===== config.mk =====
export PLATFORM = sky130hd
export DESIGN_NAME = uart_tx_feeder
export DESIGN_NICKNAME = d
export VERILOG_FILES = /design/src/rtl/uart_tx_feeder_pkg.sv /design/src/rtl/uart_tx_feeder_sync_fifo.sv /design/src/rtl/uart_tx_feeder.sv
export SDC_FILE = /design/constraint.sdc
export NUM_CORES = 1
export LEC_CHECK = 0
export CORE_MARGIN = 1
export CORE_UTILIZATION = 55
export DETAILED_ROUTE_END_ITERATION = 8
export GPL_ROUTABILITY_DRIVEN = 1
export PLACE_DENSITY_LB_ADDON = 0.1
export SLEW_MARGIN = 20
export SYNTH_ARGS = -nofsm -noshare
export SYNTH_HDL_FRONTEND = slang
export SYNTH_SLANG_ARGS = --single-unit

===== constraint.sdc =====
create_clock -name clk -period 5.2 [get_ports clk]
set_input_delay 0.52 -clock clk [delete_from_list [all_inputs] [get_ports clk]]
set_output_delay 0.52 -clock clk [all_outputs]
set_load 0.01 [all_outputs]

===== src/rtl/uart_tx_feeder_pkg.sv =====
// Shared types for the uart_tx feeder: sequencer state encoding and data width.
package uart_tx_feeder_pkg;

   localparam int DATA_W = 8;

   typedef enum logic [1:0] {
      FEED_IDLE = 2'd0,
      FEED_SEND = 2'd1,
      FEED_WAIT = 2'd2
   } feed_state_t;

endpackage


===== src/rtl/uart_tx_feeder_sync_fifo.sv =====
// Byte FIFO with extra-MSB pointers; flush moves the read pointer onto the write pointer.
module sync_fifo #(
   parameter int ADDR_W = 4,
   parameter int DATA_W = 8
) (
   input  logic              clk,
   input  logic              rst,
   input  logic              wr,
   input  logic [DATA_W-1:0] wr_data,
   input  logic              rd,
   input  logic              flush,
   output logic [DATA_W-1:0] rd_data,
   output logic              full,
   output logic              empty,
   output logic [ADDR_W:0]   count
);

   localparam int DEPTH = 2**ADDR_W;

   logic [ADDR_W:0]   wr_ptr;
   logic [ADDR_W:0]   rd_ptr;
   logic [DATA_W-1:0] mem [DEPTH];
   logic              do_wr;
   logic              do_rd;

   // full is evaluated on the pre-pop pointers, so a push into a full FIFO is dropped even when a pop coincides
   assign do_wr = wr & ~full & ~flush;
   assign do_rd = rd & ~empty & ~flush;

   always_ff @(posedge clk) begin
      if (do_wr) mem[wr_ptr[ADDR_W-1:0]] <= wr_data;
   end

   always_ff @(posedge clk or negedge rst) begin
      if (!rst) begin
         wr_ptr <= '0;
         rd_ptr <= '0;
      end else begin
         if (do_wr) wr_ptr <= wr_ptr + (ADDR_W+1)'(1);
         if (flush)      rd_ptr <= wr_ptr;
         else if (do_rd) rd_ptr <= rd_ptr + (ADDR_W+1)'(1);
      end
   end

   assign full    = (wr_ptr[ADDR_W] != rd_ptr[ADDR_W]) &&
                    (wr_ptr[ADDR_W-1:0] == rd_ptr[ADDR_W-1:0]);
   assign empty   = (wr_ptr == rd_ptr);
   assign count   = wr_ptr - rd_ptr;
   assign rd_data = mem[rd_ptr[ADDR_W-1:0]];

endmodule


===== src/rtl/uart_tx_feeder.sv =====
// Byte FIFO plus send sequencer feeding uart_tx one byte at a time, using tx_ready as flow control.
//
//  state     | meaning
//  ----------+-------------------------------------------------------------
//  FEED_IDLE | no byte handed over; pops the head when queued and tx_ready
//  FEED_SEND | tx_send held high until uart_tx drops ready (byte accepted)
//  FEED_WAIT | uart_tx shifting the byte out; wait for ready to return
module uart_tx_feeder
   import uart_tx_feeder_pkg::*;
#(
   parameter int ADDR_W = 4
) (
   input  logic              clk,
   input  logic              rst,
   input  logic              wr_en,
   input  logic [DATA_W-1:0] wr_data,
   input  logic              flush,
   output logic              full,
   output logic              empty,
   output logic [ADDR_W:0]   count,
   output logic              overflow,
   output logic              busy,
   output logic [DATA_W-1:0] tx_data,
   output logic              tx_send,
   input  logic              tx_ready
);

   feed_state_t       state;
   feed_state_t       state_nxt;
   logic              pop;
   logic [DATA_W-1:0] head;

   sync_fifo #(
      .ADDR_W (ADDR_W),
      .DATA_W (DATA_W)
   ) u_fifo (
      .clk     (clk),
      .rst     (rst),
      .wr      (wr_en),
      .wr_data (wr_data),
      .rd      (pop),
      .flush   (flush),
      .rd_data (head),
      .full    (full),
      .empty   (empty),
      .count   (count)
   );

   always_ff @(posedge clk or negedge rst) begin
      if (!rst) state <= FEED_IDLE;
      else      state <= state_nxt;
   end

   always_comb begin
      state_nxt = state;
      pop       = 1'b0;
      case (state)
         FEED_IDLE: begin
            if (!empty && tx_ready && !flush) begin
               pop       = 1'b1;
               state_nxt = FEED_SEND;
            end
         end
         FEED_SEND: if (!tx_ready) state_nxt = FEED_WAIT;
         FEED_WAIT: if (tx_ready)  state_nxt = FEED_IDLE;
         default:   state_nxt = FEED_IDLE;
      endcase
   end

   always_ff @(posedge clk or negedge rst) begin
      if (!rst) begin
         tx_data  <= '0;
         overflow <= 1'b0;
      end else begin
         if (pop) tx_data <= head;
         overflow <= wr_en & full & ~flush;
      end
   end

   // decoded from the state flop, so tx_send is glitch-free toward uart_tx
   assign tx_send = (state == FEED_SEND);
   assign busy    = ~empty | (state != FEED_IDLE);

endmodule

==> results of run 1 <==
state kept, by name (all words and copies together), names as in the netlist:
signal,cells
u_fifo.mem,128
tx_data,8
u_fifo.rd_ptr,5
u_fifo.wr_ptr,5
state,2
overflow,1
through the flow:
stage / hold WS, ns / setup WS [ns] / total power, W
CTS: 0.510 / 1.51 / 0.00399
finish: 0.506 / 1.57 / 0.00397
floorplan: 0.224 / 2.18 / 0.00236
global placement: 0.491 / 1.96 / 0.00279
detailed placement: 0.496 / 1.83 / 0.00280
global route: 0.520 / 1.41 / 0.00415
layer usage:
metal	track usage [%]	vias up
met5	0	-
met4	8.81	0
met3	4.78	4
met2	36.6	126
met1	34.2	1636
li1	-	1421
where the power goes:
group | total [W] | internal [W] | switching, W
Clock | 0.00120 | 0.000732 | 0.000467
Sequential | 0.00152 | 0.00142 | 0.000100
Combinational | 0.00125 | 0.000615 | 0.000633
area by class of cell:
cell class              count  share of cell area [%]
clock inverters            12                    2.15
inverters                  12                   0.630
well taps                 140                    2.45
repair buffers             39                    5.11
clock buffers              20                    5.95
multi-input cells         163                    22.6
flip-flops and latches    149                    61.1
synth_stat cells (2+ instances only):
| cell | count |
|---|---|
| sky130_fd_sc_hd__o211ai_1 | 2 |
| sky130_fd_sc_hd__buf_6 | 2 |
| sky130_fd_sc_hd__edfxtp_1 | 128 |
| sky130_fd_sc_hd__mux4_2 | 23 |
| sky130_fd_sc_hd__dfrtp_1 | 21 |
| sky130_fd_sc_hd__ha_1 | 9 |
| sky130_fd_sc_hd__nor2_1 | 15 |
| sky130_fd_sc_hd__nor2b_1 | 2 |
| sky130_fd_sc_hd__a22o_1 | 7 |
| sky130_fd_sc_hd__a21o_1 | 2 |
| sky130_fd_sc_hd__nand3_1 | 10 |
| sky130_fd_sc_hd__buf_2 | 4 |
| sky130_fd_sc_hd__a21oi_1 | 9 |
| sky130_fd_sc_hd__xnor2_1 | 8 |
| sky130_fd_sc_hd__clkbuf_1 | 4 |
| sky130_fd_sc_hd__nand2b_1 | 3 |
| sky130_fd_sc_hd__mux4_1 | 9 |
| sky130_fd_sc_hd__mux2i_1 | 10 |
| sky130_fd_sc_hd__nor3_1 | 4 |
| sky130_fd_sc_hd__or3_1 | 2 |
| sky130_fd_sc_hd__xor2_1 | 2 |
| sky130_fd_sc_hd__nand4_1 | 3 |
| sky130_fd_sc_hd__inv_1 | 10 |
| sky130_fd_sc_hd__buf_4 | 4 |
| sky130_fd_sc_hd__o21ai_0 | 5 |
| sky130_fd_sc_hd__nand2_1 | 25 |
placed cells by master, fill, tap and decap left out, drive strengths merged, types with 4 or more instances in the layout:
| master | instances |
|---|---|
| clkinv | 6 |
| edfxtp | 128 |
| o21ai | 6 |
| xnor2 | 8 |
| mux4 | 32 |
| dfrtp | 21 |
| inv | 13 |
| buf | 9 |
| mux2i | 10 |
| clkdlybuf4s50 | 29 |
| nor3 | 4 |
| a21oi | 10 |
| a22o | 7 |
| nor2 | 15 |
| nand2 | 25 |
| nand3 | 10 |
| clkbuf | 20 |
| ha | 9 |
worst max path at each step:
stage	slack, ns	from	cells past startpoint	endpoint
after floorplan	2.18	u_fifo.rd_ptr[1]	9	u_fifo.mem[3][0]
after global placement	1.96	u_fifo.rd_ptr[1]	7	u_fifo.mem[9][6]
after detailed placement	1.83	u_fifo.rd_ptr[1]	7	u_fifo.mem[9][2]
after CTS	1.51	u_fifo.rd_ptr[1]	7	count[3]
after global routing	1.41	u_fifo.rd_ptr[1]	7	count[3]
final	1.57	u_fifo.rd_ptr[1]	7	count[3]
cells by family (layout without fill, tap and decap cells):
| kind of cell | count (synthesis) | in the layout | synth area share, % |
|---|---|---|---|
| adders and majority gates | 10 | 10 | 2.16 |
| AOI/OAI and AO/OA | 29 | 29 | 3.07 |
| muxes | 43 | 43 | 14.1 |
| xor gates and xnor gates | 11 | 11 | 1.69 |
| buffers and inverters | 28 | 83 | 2.54 |
| and+or+nand+nor | 70 | 70 | 5.35 |
| DFF | 149 | 149 | 71.1 |
critical path, cell delays in order (launching register included):
cell,delay (ns)
sky130_fd_sc_hd__dfrtp_1,0.33
sky130_fd_sc_hd__buf_4,0.41
sky130_fd_sc_hd__clkinv_1,0.39
sky130_fd_sc_hd__ha_1,0.43
sky130_fd_sc_hd__a21o_1,0.18
sky130_fd_sc_hd__a21oi_1,0.18
sky130_fd_sc_hd__xnor2_1,0.13
sky130_fd_sc_hd__clkdlybuf4s50_1,0.55
what timing repair did:
action | CTS | global route
endpoints found under the hold margin | 0 | 20
gates resized for setup | 0 | 0
hold buffers | 0 | 1
==> reports/qor.csv, run 1 <==
stage,metric,value,unit
finish,nets@finish,405,
logic_synthesis,count of warnings emitted by yosys,0,
clock_tree,clock tree from TritonCTS,built,
place,total placed cells including tap cells,502,
power,maximum vdd ir drop,0.359,mV
worst_hold_path,Hold Path Depth,1,
drt,topmost layer with routed signal wires,met4,
clock_tree,clock latency on the worst-skew pair,0.52,ns
place,area after detailed placement,6570,um2
drt,routed wire length per instance,23.2,um
floorplan,die footprint,11600,um2
drt,wl on met1,5.35,mm
setup_path,critical path arrival,3.11,ns
setup_path,CP endpoint kind,output pin,
sta,maximum clock rate,275,MHz
setup_path,largest fanout on the critical path,30,
worst_hold_path,path class of the lowest-slack min-delay path,register to register,
drt,TritonRoute pass-1 iters,4,
global_route,vias in the first global route,3228,
sta,actual transition at the worst max-transition pin,0.776,ns
floorplan,Floorplan Core Area,10800,um2
drt,DR WL met3,901,um
clock_tree,clock-pin slew on the worst setup and hold paths,0.06,ns
place,DP Wirelength,7.88,mm
place,routability-driven placement congestion ratio,0.785,
global_route,total track usage,23.9,%
global_route,wire length of the first global-routing pass,19.1,mm
sta,Setup TNS Final,0,ns
logic_synthesis,portion of synthesized cell area occupied by the leading cell type,62.5,%
finish,Layout Area Growth over Synthesis,16.4,%
global_route,grt ovf,0,
drt,drt via density,5.96,
worst_hold_path,worst hold start,tx_data[1],
logic_synthesis,cell type contributing the most total cell area after synthesis,sky130_fd_sc_hd__edfxtp_1,
sta,final number of hold-violating endpoints,0,
clock_tree,CTS buffer count,17,
sta,final clock skew,0.00930,ns
sta,relative max-transition margin,48.1,%
setup_path,required time at the endpoint of the critical path,4.68,ns
sta,setup repair after global routing missed its margin,false,
logic_synthesis,total of flip-flops plus latches after synthesis,149,
clock_tree,number of clock sinks seen by CTS,149,
logic_synthesis,"Primary FF master, synth",sky130_fd_sc_hd__edfxtp_1,
logic_synthesis,post-synthesis area per instance,18.1,um2
clock_tree,number of levels the H-tree was split into,4,
logic_synthesis,Mapped Nets,363,
drt,count of routing violations after the opening detailed-route iteration,409,
drt,Met2 Routed Length,6.09,mm
floorplan,initial cell density of the core,56.7,%
clock_tree,total setup buffers inserted after CTS,0,
logic_synthesis,mapped cell area,6150,um2
clock_tree,deepest clock path buffer count,2,
setup_path,WS Path Type,register to output pin,
finish,area of combinational cells with multiple inputs,1620,um2
flow_run,max cap viols,0,
global_route,pin count of the biggest net entering global routing,36,
worst_hold_path,Hold Path Sink,tx_data[1],
setup_path,Worst R2R Path Depth,7,
setup_path,R2R setup slack,1.82,ns
logic_synthesis,ranking of synthesized cells by area,"sky130_fd_sc_hd__edfxtp_1, sky130_fd_sc_hd__dfrtp_1, sky130_fd_sc_hd__mux4_2",
finish,fraction of layout cells with a size suffix above 1,16.2,%
floorplan,Row Count,38,
drt,Detail Route Antenna Nets,0,
finish,"Cell Count, Final, Fillers Out",535,
logic_synthesis,cell count after synthesis,340,
clock_tree,clock root cell,sky130_fd_sc_hd__clkbuf_8,
floorplan,height of the chip,108,um
drt,drt drc,0,
logic_synthesis,proportion of synthesized chip area in sequential cells,71.1,%
floorplan,number of primary I/O pins,31,
finish,sequential cell area,4370,um2
power,leakage dissipation,2.50,nW
sta,Setup-failing EPs final,0,
sta,count of final max-slew check failures,0,
power,Pwr Density,555,nW/um2
finish,Finished Cell Area,7150,um2
sta,part of the cycle the worst path needs,69.9,%
setup_path,Critical Path Start Type,register,
sta,time the final worst path needs with I/O delays and setup,3.63,ns
drt,detailed-route via count,3187,
finish,utilization after layout,66.0,%
place,number of I/O port buffers,30,
global_route,initial antenna violation count,0,
finish,final-layout fill cell count,735,
floorplan,die span in x,108,um
drt,DRT Wirelength,12.4,mm
logic_synthesis,number of flops mapped to enable cells by yosys,128,
logic_synthesis,number of different library cells in the post-synthesis netlist,43,
run_status,run status,"finished, final reports clean",
finish,ant diodes,0,
setup_path,end of the worst register-to-register path,u_fifo.mem[4][6],
logic_synthesis,asr flop ratio synth,14.1,%
setup_path,reg2reg start,u_fifo.rd_ptr[1],
Power figures use the tool's default switching activity.
==> run 2: changes to the inputs <==
==> constraint.sdc (replaced) <==
create_clock -name clk -period 3.7 [get_ports clk]
set_input_delay 0.37 -clock clk [delete_from_list [all_inputs] [get_ports clk]]
set_output_delay 0.37 -clock clk [all_outputs]
set_load 0.01 [all_outputs]
==> reports/qor.csv, run 2 (synthesis gave the netlist of run 1 again) <==
stage,metric,value,unit,change
place,routability-driven placement congestion ratio,0.875,,was 0.785
sta,actual transition at the worst max-transition pin,0.782,ns,was 0.776 ns
setup_path,CP endpoint kind,output pin,,unchanged
drt,routed wire length per instance,22.6,um,was 23.2 um
setup_path,reg2reg start,u_fifo.rd_ptr[3],,was u_fifo.rd_ptr[1]
global_route,wire length of the first global-routing pass,18.9,mm,was 19.1 mm
sta,setup repair after global routing missed its margin,false,,unchanged
sta,Setup-failing EPs final,0,,unchanged
sta,count of final max-slew check failures,0,,unchanged
setup_path,start point of the critical path,u_fifo.rd_ptr[1],,unchanged
setup_path,WS Path Type,register to output pin,,unchanged
drt,Detail Route Antenna Nets,0,,unchanged
worst_hold_path,path class of the lowest-slack min-delay path,primary input to async pin,,was register to register
floorplan,Row Count,38,,unchanged
floorplan,die footprint,11600,um2,unchanged
sta,time the final worst path needs with I/O delays and setup,3.11,ns,
setup_path,required time at the endpoint of the critical path,3.33,ns,was 4.68 ns
clock_tree,clock tree from TritonCTS,built,,unchanged
clock_tree,clock latency on the worst-skew pair,0.54,ns,was 0.52 ns
run_status,run status,"finished, final reports clean",,unchanged
setup_path,slowest CP cell,sky130_fd_sc_hd__clkdlybuf4s50_1,,unchanged
global_route,grt ovf,0,,unchanged
global_route,initial antenna violation count,0,,unchanged
sta,maximum clock rate,322,MHz,
setup_path,Critical Path Start Type,register,,unchanged
finish,fraction of layout cells with a size suffix above 1,18.2,%,was 16.2%
drt,drt drc,0,,unchanged
finish,ant diodes,0,,unchanged
flow_run,max cap viols,0,,unchanged
drt,detailed-route via count,3150,,was 3187
finish,"top library cells by usage in the layout, fill and taps aside","sky130_fd_sc_hd__edfxtp_1, sky130_fd_sc_hd__clkdlybuf4s50_1, sky130_fd_sc_hd__nand2_1",,unchanged
sta,relative max-transition margin,47.5,%,was 48.1%
drt,DRT Wirelength,12.2,mm,was 12.4 mm
floorplan,initial cell density of the core,56.7,%,unchanged
setup_path,largest fanout on the critical path,29,,was 30
clock_tree,deepest clock path buffer count,2,,unchanged
setup_path,delay of the slowest cell on the worst path,0.55,ns,about the same
clock_tree,clock-pin slew on the worst setup and hold paths,0.06,ns,about the same
global_route,pin count of the biggest net entering global routing,35,,was 36
finish,nets@finish,412,,was 405
global_route,vias in the first global route,3238,,was 3228
power,leakage dissipation,2.54,nW,was 2.50 nW
drt,count of routing violations after the opening detailed-route iteration,262,,was 409
clock_tree,clock root cell,sky130_fd_sc_hd__clkbuf_8,,unchanged
sta,final clock skew,0.0157,ns,was 0.00930 ns
place,number of I/O port buffers,30,,unchanged
floorplan,Floorplan Core Area,10800,um2,unchanged
finish,"most common cell after layout, fill and taps aside",sky130_fd_sc_hd__edfxtp_1,,unchanged
sta,part of the cycle the worst path needs,84.0,%,
place,worst setup slack before clock tree synthesis,0.842,ns,was 1.83 ns
place,DP Wirelength,8.07,mm,was 7.88 mm
sta,fin worst setup slack,0.593,ns,was 1.57 ns
finish,"flip-flop count of the largest register, all copies and words added",128,,unchanged
clock_tree,number of clock sinks seen by CTS,149,,unchanged
global_route,total track usage,23.7,%,was 23.9%
floorplan,height of the chip,108,um,unchanged
clock_tree,number of levels the H-tree was split into,4,,unchanged
clock_tree,post-cts gate resize count,0,,unchanged
floorplan,die span in x,108,um,unchanged
drt,TritonRoute pass-1 iters,5,,was 4
setup_path,critical path arrival,2.74,ns,was 3.11 ns
sta,final number of hold-violating endpoints,0,,unchanged
sta,Setup TNS Final,0,ns,unchanged
setup_path,"Cell Chain, Critical Path",buf_4 > fa_1 > inv_1 > a21o_1 > a21oi_1 > xor2_1 > clkdlybuf4s50_1,,was buf_4 > clkinv_1 > ha_1 > a21o_1 > a21oi_1 > xnor2_1 > clkdlybuf4s50_1
power,maximum vdd ir drop,0.576,mV,was 0.359 mV
power,Pwr Density,786,nW/um2,was 555 nW/um2
floorplan,number of primary I/O pins,31,,unchanged
drt,drt via density,5.81,,was 5.96
clock_tree,CTS buffer count,17,,unchanged
finish,Layout Area Growth over Synthesis,17.9,%,was 16.4%
==> run 2: critical path, delay by kind of cell (launching register included) <==
family,cells,cell delay [ns]
AO/OA/AOI/OAI,2,0.37
XOR/XNOR,1,0.16
adder cells (fa/ha/maj),1,0.31
buffers and inverters,3,1.02
flip-flops,1,0.36
==> run 2: timing repair <==
action	CTS	global route
setup buffers	0	0
hold buffers	0	1
setup endpoints to repair	0	0
endpoints found under the hold margin	0	21
==> run 2: worst paths after layout <==
path,end,slack [ns],depth (start not counted)
max,count[4],0.59,7
min,state[1],0.34,2
max reg2reg,u_fifo.mem[8][7],0.82,6
min reg2reg,tx_data[6],0.51,1
max in group asynchronous,tx_data[4],3.02,2
min in group clk,state[1],0.44,2
==> run 2: final cells by class <==
class                           instances  area (um2)
Clock buffer                           17         414
Clock inverter                         15         203
Fill cell                             738        3600
Inverter                               12        45.0
Multi-Input combinational cell        163        1620
Sequential cell                       149        4370
Tap cell                              140         175
Timing Repair Buffer                   46         418
==> run 2: per-stage QoR <==
step	util (%)	std cells	cell area (um2)	total power [W]	hold slack (ns)
2_1_floorplan	-	340	6150	0.00332	0.0744
3_3_place_gp	61.1	509	6620	0.00394	0.497
3_5_place_dp	61.1	509	6620	0.00397	0.498
4_1_cts	66.8	541	7240	0.00575	0.382
5_1_grt	66.8	542	7240	0.00597	0.368
6_report	66.8	542	7240	0.00570	0.341
==> run 2: routing by layer <==
metal  vias up  share of wire [%]  GRT usage, %
met5         -                  0             0
met2        96                 47          34.2
met3        12                6.0          7.75
li1       1430                  -             -
met4         0                1.4          7.83
met1      1612                 46          34.3
==> run 2: power breakdown <==
part	switching, W	internal, W
Clock	0.000681	0.00110
Sequential	0.000105	0.00200
Combinational	0.000934	0.000881
Total	0.00172	0.00398
